## src/rtl/uart_buffered_transmitter.sv

```systemverilog
// Buffered 8N1 UART transmitter: a power-of-two byte FIFO feeding a
// START/DATA/STOP serialiser that chains frames with no idle gap.
//
// state    | meaning
// ---------+-----------------------------------------------------------
// ST_IDLE  | line high, waiting for a byte in the FIFO
// ST_START | start bit (low) for SYMBOL cycles
// ST_DATA  | 8 data bits, LSB first, SYMBOL cycles each
// ST_STOP  | stop bit (high) for SYMBOL cycles, then chain or go idle
module uart_buffered_transmitter #(
   parameter int CLOCK_FREQ = 50_000_000,
   parameter int BAUD_RATE  = 115_200,
   parameter int FIFO_DEPTH = 8
) (
   input  logic                          Clock,
   input  logic                          Reset,
   input  logic [7:0]                    DataIn,
   input  logic                          DataInValid,
   output logic                          DataInReady,
   output logic                          SOut,
   output logic                          Busy,
   output logic [$clog2(FIFO_DEPTH):0]   Count
);

   localparam int SYMBOL = CLOCK_FREQ / BAUD_RATE;
   localparam int AW     = $clog2(FIFO_DEPTH);
   localparam int CW     = AW + 1;
   localparam int BW     = (SYMBOL > 2) ? $clog2(SYMBOL) : 1;

   localparam logic [BW-1:0] BAUD_LAST = BW'(SYMBOL - 1);
   localparam logic [CW-1:0] FULL      = CW'(FIFO_DEPTH);

   if (SYMBOL < 2) begin : g_bad_symbol
      $error("uart_buffered_transmitter: CLOCK_FREQ/BAUD_RATE must be at least 2");
   end
   if (FIFO_DEPTH < 2 || (FIFO_DEPTH & (FIFO_DEPTH - 1)) != 0) begin : g_bad_depth
      $error("uart_buffered_transmitter: FIFO_DEPTH must be a power of two >= 2");
   end

   typedef enum logic [1:0] {
      ST_IDLE  = 2'd0,
      ST_START = 2'd1,
      ST_DATA  = 2'd2,
      ST_STOP  = 2'd3
   } state_t;

   state_t          state_q, state_d;
   logic [7:0]      mem_q [FIFO_DEPTH];
   logic [7:0]      mem_d [FIFO_DEPTH];
   logic [AW-1:0]   wr_ptr_q, wr_ptr_d;
   logic [AW-1:0]   rd_ptr_q, rd_ptr_d;
   logic [CW-1:0]   count_q, count_d;
   logic [BW-1:0]   baud_q, baud_d;
   logic [2:0]      bit_cnt_q, bit_cnt_d;
   logic [7:0]      shift_q, shift_d;
   logic            sout_q, sout_d;

   logic            push;
   logic            pop;
   logic            baud_done;
   logic            fifo_nonempty;

   assign baud_done     = (baud_q == BAUD_LAST);
   assign fifo_nonempty = (count_q != '0);
   assign DataInReady   = (count_q != FULL) && !Reset;
   assign push          = DataInValid && DataInReady;
   // Pops happen only from IDLE or at the last cycle of STOP, which is what
   // lets back-to-back frames abut without an idle cycle.
   assign pop           = fifo_nonempty &&
                          ((state_q == ST_IDLE) || ((state_q == ST_STOP) && baud_done));

   assign SOut  = sout_q;
   assign Busy  = (state_q != ST_IDLE);
   assign Count = count_q;

   always_ff @(posedge Clock) begin
      if (Reset) begin
         state_q   <= ST_IDLE;
         wr_ptr_q  <= '0;
         rd_ptr_q  <= '0;
         count_q   <= '0;
         baud_q    <= '0;
         bit_cnt_q <= '0;
         shift_q   <= '0;
         sout_q    <= 1'b1;
      end else begin
         state_q   <= state_d;
         wr_ptr_q  <= wr_ptr_d;
         rd_ptr_q  <= rd_ptr_d;
         count_q   <= count_d;
         baud_q    <= baud_d;
         bit_cnt_q <= bit_cnt_d;
         shift_q   <= shift_d;
         sout_q    <= sout_d;
      end
   end

   // Storage needs no reset: occupancy and pointers define what is valid.
   always_ff @(posedge Clock) begin
      mem_q <= mem_d;
   end

   always_comb begin
      state_d = state_q;
      unique case (state_q)
         ST_IDLE:  if (fifo_nonempty) state_d = ST_START;
         ST_START: if (baud_done) state_d = ST_DATA;
         ST_DATA:  if (baud_done && (bit_cnt_q == 3'd7)) state_d = ST_STOP;
         ST_STOP:  if (baud_done) state_d = fifo_nonempty ? ST_START : ST_IDLE;
         default:  state_d = ST_IDLE;
      endcase
   end

   always_comb begin
      mem_d    = mem_q;
      wr_ptr_d = wr_ptr_q;
      rd_ptr_d = rd_ptr_q;
      if (push) begin
         mem_d[wr_ptr_q] = DataIn;
         wr_ptr_d        = wr_ptr_q + AW'(1);
      end
      if (pop) begin
         rd_ptr_d = rd_ptr_q + AW'(1);
      end
      count_d = count_q + CW'(push) - CW'(pop);

      // Every state or bit boundary coincides with baud_done, so clearing
      // there covers all transitions; IDLE keeps the counter parked at zero.
      if ((state_q == ST_IDLE) || baud_done) begin
         baud_d = '0;
      end else begin
         baud_d = baud_q + BW'(1);
      end

      bit_cnt_d = bit_cnt_q;
      shift_d   = shift_q;
      if (pop) begin
         bit_cnt_d = '0;
         shift_d   = mem_q[rd_ptr_q];
      end else if ((state_q == ST_DATA) && baud_done) begin
         bit_cnt_d = bit_cnt_q + 3'd1;
         shift_d   = {1'b0, shift_q[7:1]};
      end

      // Line level is registered from the next state so SOut changes on the
      // same edge as the state it belongs to.
      unique case (state_d)
         ST_START: sout_d = 1'b0;
         ST_DATA:  sout_d = shift_d[0];
         default:  sout_d = 1'b1;
      endcase
   end

endmodule

```

## config.mk

```make
export PLATFORM = sky130hd
export DESIGN_NAME = uart_buffered_transmitter
export DESIGN_NICKNAME = d
export VERILOG_FILES = /design/src/rtl/uart_buffered_transmitter.sv
export SDC_FILE = /design/constraint.sdc
export NUM_CORES = 1
export LEC_CHECK = 0
export ABC_CLOCK_PERIOD_IN_PS = 2500
export CAP_MARGIN = 10
export CELL_PAD_IN_SITES_DETAIL_PLACEMENT = 2
export CELL_PAD_IN_SITES_GLOBAL_PLACEMENT = 2
export CORE_UTILIZATION = 40
export DETAILED_ROUTE_END_ITERATION = 8
export GPL_TIMING_DRIVEN = 0
export PLACE_DENSITY_LB_ADDON = 0.1
export REMOVE_ABC_BUFFERS = 1
export SYNTH_ARGS = -nofsm -noshare
export SYNTH_HDL_FRONTEND = slang
export SYNTH_SLANG_ARGS = --single-unit
```

## constraint.sdc

```tcl
create_clock -name Clock -period 2.5 [get_ports Clock]
set_input_delay 0.75 -clock Clock [delete_from_list [all_inputs] [get_ports Clock]]
set_output_delay 0.75 -clock Clock [all_outputs]
set_load 0.02 [all_outputs]
```

==> results.yml, run 1 <==
outcome:
  status: "finished clean"
global_route:
  first_global_vias: 2539
  grt.overflow.total: 0
  grt_pass1_wl_um: 14100
  grt.total_usage: 0.177
  grt_max_degree: 28
  antenna_found_initial: 0
clock_tree:
  cts_root_buf: "clkbuf_8"
  clock_sinks: 97
  clk_latency_ns: 0.37
  cts_buffers: 9
  htreeDepth: 3
  clkTransAtPathRegs_ns: 0.09
  clock_tree.buffer_depth: 2
  cts_tree: "yes"
critical_path:
  cp_data_arrival_time_ns: 2.45
  cp.required_ns: 2.50
  cp_max_fo: 8
  max_stage_delay_ns: 0.75
  cp_cell_sequence: "clkdlybuf4s50_1 > nor2b_4 > nand2_8 > buf_4 > nor3_2"
  crit_path_start_kind: "input port"
  startpoint: "DataInValid"
  cp-end-kind: "register"
  crit_type: "in -> reg"
  cp_slowest_cell: "nor3_2"
  r2r-start: "baud_q[6]$_SDFF_PP0_"
synthesis:
  synth_area_leader_cell: "edfxtp_1"
  ys_top_cells_by_area: "edfxtp_1, dfxtp_1, mux4_2"
  synth_area_sq_um: 4150
  netlist_instances: 277
  synthFlopType: "edfxtp_1"
  yosysUniqueCellTypes: 51
  syn_area_per_cell_sq_um: 15.0
  ys_ff_latch: 97
  synth-seq-area-share: 0.623
  ys.warnings.count: 0
  async_flop_share: 0
  synth-edff-count: 64
  yosys.area.top_type_share: 0.463
pwr:
  ir_worst_vdd_uv: 654
  p_comb_frac: 0.293
  p_sw_frac: 0.320
  power_frac_seq: 0.472
  switching_power_mw: 1.41
  p_int_mw: 2.98
  p_clk_frac: 0.234
  power-per-cell-area_nw_per_um2: 929
  leakagePower_nw: 1.56
timing:
  finalCritPeriodShare: 0.979
  min_period_ns: 2.45
  fmax_ghz: 0.409
  worst_pin_slew_ns: 0.934
  finalMaxSlewViolations: 0
  finalSetupTns_ns: 0
  relSlewSlack: 0.374
  fin_skew_ns: 0.0101
  fin_ws_ns: 0.0531
  finalHoldViolCount: 0
  finalSetupViolations: 0
drt:
  route.detailed.drc: 0
  wl_um: 8700
  drtPass1Iterations: 4
  via_per_inst: 5.35
  drt_iter0_markers: 129
  ant_nets: 0
  vias: 2348
  wl_per_cell_um: 19.8
min_path:
  hold_path.class: "reg -> reg"
  hold_path_startpoint: "baud_q[0]$_SDFF_PP0_"
placed_design:
  dpl_cell_area_sq_um: 4420
  place_ws_ns: -1.46
  placed_cells: 415
  gp_congestion: 0.682
  dpl.hpwl_um: 5740
  numPortBuffers: 17
floorplanning:
  coreArea_sq_um: 9910
  initial_core_util: 0.418
  io_pins: 18
  dieArea_sq_um: 10800
  die_y_um: 104
  die_x_um: 104
  num_rows: 36
layout:
  final_area_sq_um: 4730
  utilization: 0.477
  diodes: 0
  nNetsFinal: 326
  instances_no_fill: 439
  drive_above_1_share: 0.229
  area_growth_pct: 14.0
flow_run:
  cap_violations: 0
## path summary, 6_finish.rpt
check	end	slack, ns	cells past startpoint
max	mem_q[43]$_DFFE_PP_	0.05	5
min	baud_q[0]$_SDFF_PP0_	0.46	1
max reg2reg	Count[3]$_SDFF_PP0_	0.11	11
min reg2reg	baud_q[0]$_SDFF_PP0_	0.46	1
## through the flow
| step | power (mW) | hold slack [ns] |
|---|---|---|
| floorplan | 2.91 | 0.441 |
| global placement | 3.27 | 0.465 |
| detailed placement | 3.32 | 0.477 |
| CTS | 4.40 | 0.499 |
| global route | 4.67 | 0.486 |
| finish | 4.39 | 0.456 |
## worst max-delay path: cells and delay by family
| family | cells | cell delay, ns |
|---|---|---|
| buffers and inverters | 2 | 0.63 |
| and+or+nand+nor | 3 | 1.06 |
## power groups by stage
stage / combinational (mW) / sequential, mW / clock [mW]
detailed placement: 1.21 / 2.11 / 0
finish: 1.29 / 2.07 / 1.03
global placement: 1.16 / 2.10 / 0
global route: 1.42 / 2.12 / 1.13
CTS: 1.25 / 2.08 / 1.07
floorplan: 0.830 / 2.08 / 0
## cell usage in the layout (no fill, tap or decap), types with 2 or more instances in the layout
cell type,Yosys,routed
edfxtp_1,64,64
dfxtp_1,33,27
nor2_1,19,18
clkdlybuf4s50_1,0,14
mux4_2,13,13
ha_1,13,12
nor2b_1,11,10
nand3_1,10,10
nand2_1,11,9
clkbuf_8,0,9
buf_4,3,9
inv_1,9,8
mux2i_1,8,8
xnor2_1,7,7
dfxtp_2,0,6
a21oi_1,6,6
xor2_1,6,6
a2111oi_2,6,6
a211oi_1,5,5
nor3_2,0,4
nor3_1,8,4
nand2b_1,3,3
mux4_1,3,3
inv_6,0,3
o21ai_0,2,2
nand4_1,2,2
clkbuf_1,2,2
## cells in the mapped netlist (all sizes together), types with 2 or more instances
cell type,n
o21ai,2
nor3,8
a21oi,6
nor2,19
nand3,10
xor2,6
a211oi,5
nand2b,3
dfxtp,33
a2111oi,6
mux4,16
clkbuf,2
edfxtp,64
nand2,11
nor2b,11
buf,10
inv,10
nand4,2
ha,13
mux2i,8
xnor2,7
## layout make-up
type                    count  area [sq um]
repair buffers             26           234
well taps                 133           166
multi-input cells         157          1510
clock inverters             5          61.3
clock buffers              11           131
flip-flops and latches     97          2590
fillers                   936          5180
inverters                  10          40.0
## logic make-up (layout without fill, tap and decap cells)
kind of cell | after synthesis | in the layout | share of synthesized area
flops | 97 | 97 | 0.623
simple gates | 75 | 75 | 0.0945
compound gates | 30 | 30 | 0.0661
mux | 25 | 25 | 0.112
buf+inv | 23 | 52 | 0.0335
fa+ha+maj | 14 | 14 | 0.0441
xor+xnor | 13 | 13 | 0.0275
## what timing repair did
action / CTS / global route
hold buffers: 0 / 0
gates resized for setup: 15 / 13
setup endpoints to repair: 78 / 13
pin swaps: 1 / 2
setup buffers: 2 / 6
## flip-flops by register name, summed over array words and instances (netlist names)
signal,cells
mem_q,64
Count,4
SOut,1
shift_q,8
bit_cnt_q,3
state_q,2
baud_q,9
rd_ptr_q,3
wr_ptr_q,3
## layer usage
metal,part of all wire,vias up,GRT usage
li1,-,1108,-
met1,0.46,1207,0.222
met2,0.49,22,0.293
met3,0.028,11,0.0573
met4,0.013,0,0.0469
met5,0,-,0
Note: power is estimated with default switching activity, not from simulation.
==> run 2: changes to the inputs <==
--- a/config.mk
+++ b/config.mk
@@ -10,6 +10,7 @@
 export CELL_PAD_IN_SITES_DETAIL_PLACEMENT = 2
 export CELL_PAD_IN_SITES_GLOBAL_PLACEMENT = 2
 export CORE_UTILIZATION = 40
+export CTS_CLUSTER_DIAMETER = 50
 export DETAILED_ROUTE_END_ITERATION = 8
 export GPL_TIMING_DRIVEN = 0
 export PLACE_DENSITY_LB_ADDON = 0.1
==> results of run 2 <==
No change in the layout: final DEF, timing and power equal those of run 1.
==> run 3: changes to the inputs <==
--- a/config.mk
+++ b/config.mk
@@ -9,9 +9,11 @@
 export CAP_MARGIN = 10
 export CELL_PAD_IN_SITES_DETAIL_PLACEMENT = 2
 export CELL_PAD_IN_SITES_GLOBAL_PLACEMENT = 2
-export CORE_UTILIZATION = 40
+export CORE_ASPECT_RATIO = 1.25
+export CORE_UTILIZATION = 42
 export CTS_CLUSTER_DIAMETER = 50
 export DETAILED_ROUTE_END_ITERATION = 8
+export DONT_BUFFER_PORTS = 1
 export GPL_TIMING_DRIVEN = 0
 export PLACE_DENSITY_LB_ADDON = 0.1
 export REMOVE_ABC_BUFFERS = 1
==> run 3 against run 2 <==
Compared with the run above: worst hold slack worse by 0.014 ns; combinational power is 13% lower; sequential cell count unchanged; register-to-register slack gained 0.04 ns; core utilization is 0.58 points higher; global-route usage decreased by 0.30 points; sequential share of layout area is 1.1 points higher; clock-buffer cell count is 2 lower; design area decreased by 1.9%; worst setup slack improved by 0.096 ns; final cell count decreased by 5.9%; largest power group unchanged; highest routed layer unchanged.
==> results.yml, run 3 (same netlist as run 1, synthesis figures left out) <==
global_route:
  grt.overflow.total: 0
  grt_max_degree: 28
  first_global_vias: 2432
  grt.total_usage: 0.174
  antenna_found_initial: 0
  grt_pass1_wl_um: 13200
layout:
  instances_no_fill: 413
  nNetsFinal: 307
  mostFrequentLayoutCells: "edfxtp_1, dfxtp_1, nor2_1"
  top_register: "mem_q"
  reg_top3: "mem_q x64, baud_q x9, shift_q x8"
  diodes: 0
  largest_register_ffs: 64
  area_growth_pct: 11.9
  fillCellCount: 905
  utilization: 0.483
  drive_above_1_share: 0.237
  layout_commonest_cell: "edfxtp_1"
placed_design:
  placed_cells: 392
  place_ws_ns: -0.326
  gp_congestion: 0.686
  numPortBuffers: 0
  dpl.hpwl_um: 5490
clock_tree:
  clk_latency_ns: 0.34
  cts_buffers: 9
  cts_root_buf: "clkbuf_16"
  htreeDepth: 3
  clkTransAtPathRegs_ns: 0.07
  clock_sinks: 97
  clock_tree.buffer_depth: 2
  hold_buffers: 0
  cts_tree: "yes"
critical_path:
  crit_path_start_kind: "register"
  crit_path_frequent_cell: "inv_1"
  cp_max_fo: 4
  cp_cell_sequence: "inv_1 > ha_1 > and4b_2 > o2bb2ai_4 > nand2_2 > inv_2 > ha_2 > inv_1 > ha_1 > inv_1 > fa_2 > nor2_1"
  cp-end-kind: "register"
  max_stage_delay_ns: 0.51
  cp_slowest_cell: "fa_2"
  path_buf_inv: 4
  cp.required_ns: 2.74
  cpLargestDelayFamily: "adder cells"
  cp_data_arrival_time_ns: 2.59
  crit_type: "reg -> reg"
floorplanning:
  coreArea_sq_um: 9610
  die_y_um: 113
  initial_core_util: 0.432
  dieArea_sq_um: 10300
  num_rows: 40
  die_x_um: 90.9
  io_pins: 18
pwr:
  power_frac_seq: 0.454
  ir_worst_vdd_uv: 669
  p_clk_frac: 0.307
  leakagePower_nw: 1.52
  p_int_mw: 3.24
  power-per-cell-area_nw_per_um2: 1010
  finalPower_mw: 4.67
  p_comb_frac: 0.239
  switching_power_mw: 1.43
  p_sw_frac: 0.307
flow_run:
  cap_violations: 0
drt:
  drtPass1Iterations: 4
  via_per_inst: 5.45
  wl_um: 8170
  ant_nets: 0
  route.detailed.drc: 0
  wl_per_cell_um: 19.8
  drt_iter0_markers: 88
  vias: 2250
timing:
  rsz0062_at_grt: "no"
  worst_pin_slew_ns: 0.935
  fmax_ghz: 0.425
  finalCritPeriodShare: 0.940
  fin_ws_ns: 0.149
  hold-worst-slack_ns: 0.442
  finalMaxSlewViolations: 0
  finalHoldViolCount: 0
  fin_skew_ns: 0.00638
  finalSetupViolations: 0
  relSlewSlack: 0.373
  min_period_ns: 2.35
min_path:
  hold_path.class: "reg -> reg"
outcome:
  status: "finished clean"
[run 3: changes by cell type in the layout (fill, tap and decap cells not counted), moves of 2 or more]
| cell | before | now |
|---|---|---|
| clkbuf_16 | 0 | 9 |
| inv_6 | 3 | 1 |
| clkdlybuf4s50_1 | 14 | 0 |
| clkbuf_1 | 2 | 0 |
| inv_8 | 0 | 3 |
| clkinv_4 | 0 | 2 |
| clkbuf_8 | 9 | 0 |
| buf_4 | 9 | 6 |
[run 3: worst paths after layout]
check	from	to	slack, ns	cells after the start
worst min register to register	baud_q[0]$_SDFF_PP0_	baud_q[0]$_SDFF_PP0_	0.44	1
worst max register to register	baud_q[1]$_SDFF_PP0_	Count[1]$_SDFF_PP0_	0.15	12
worst min-delay path	baud_q[0]$_SDFF_PP0_	baud_q[0]$_SDFF_PP0_	0.44	1
worst max-delay path	baud_q[1]$_SDFF_PP0_	Count[1]$_SDFF_PP0_	0.15	12
[run 3: power groups by stage]
stage / logic (mW) / clock network (mW) / registers (mW)
after global routing: 1.24 / 1.53 / 2.15
after CTS: 1.12 / 1.47 / 2.12
after detailed placement: 1.05 / 0 / 2.15
after floorplan: 0.830 / 0 / 2.08
final: 1.12 / 1.43 / 2.12
after global placement: 1.02 / 0 / 2.15
[run 3: worst register-to-register path: stages, from the launching register on]
cell and delay, ns:
dfxtp_2 0.34, inv_1 0.05, ha_1 0.13, and4b_2 0.29, o2bb2ai_4 0.15, nand2_2 0.09, inv_2 0.09, ha_2 0.26
inv_1 0.05, ha_1 0.17, inv_1 0.06, fa_2 0.51, nor2_1 0.04
[run 3: layout make-up]
cell class | instances | area (sq um) | share of cell area
sequential | 97 | 2590 | 0.559
multi-input combinational | 157 | 1490 | 0.321
clock buffer | 9 | 225 | 0.0485
tap | 126 | 158 | 0.0340
clock inverter | 7 | 90.1 | 0.0194
timing repair buffer | 7 | 50.0 | 0.0108
inverter | 10 | 37.5 | 0.00809
[run 3: per-layer routing]
metal / vias up / track usage / share of wire
li1: 1063 / - / -
met1: 1158 / 0.221 / 0.45
met2: 21 / 0.294 / 0.52
met3: 8 / 0.0336 / 0.023
met4: 0 / 0.0667 / 0.013
met5: - / 0 / 0
[run 3: through the flow]
step                      setup TNS, ns  instance area, sq um
after floorplan                       0                  4050
after global placement           -18.51                  4200
after detailed placement          -2.23                  4240
after CTS                             0                  4610
after global routing                  0                  4640
final                                 0                  4640
[run 3: timing repair]
item                                    CTS  global route
setup buffers                             5             0
resized for setup                         8            11
hold endpoints to repair                  0             0
pin swaps                                 2             2
endpoints found under the setup margin   19             5
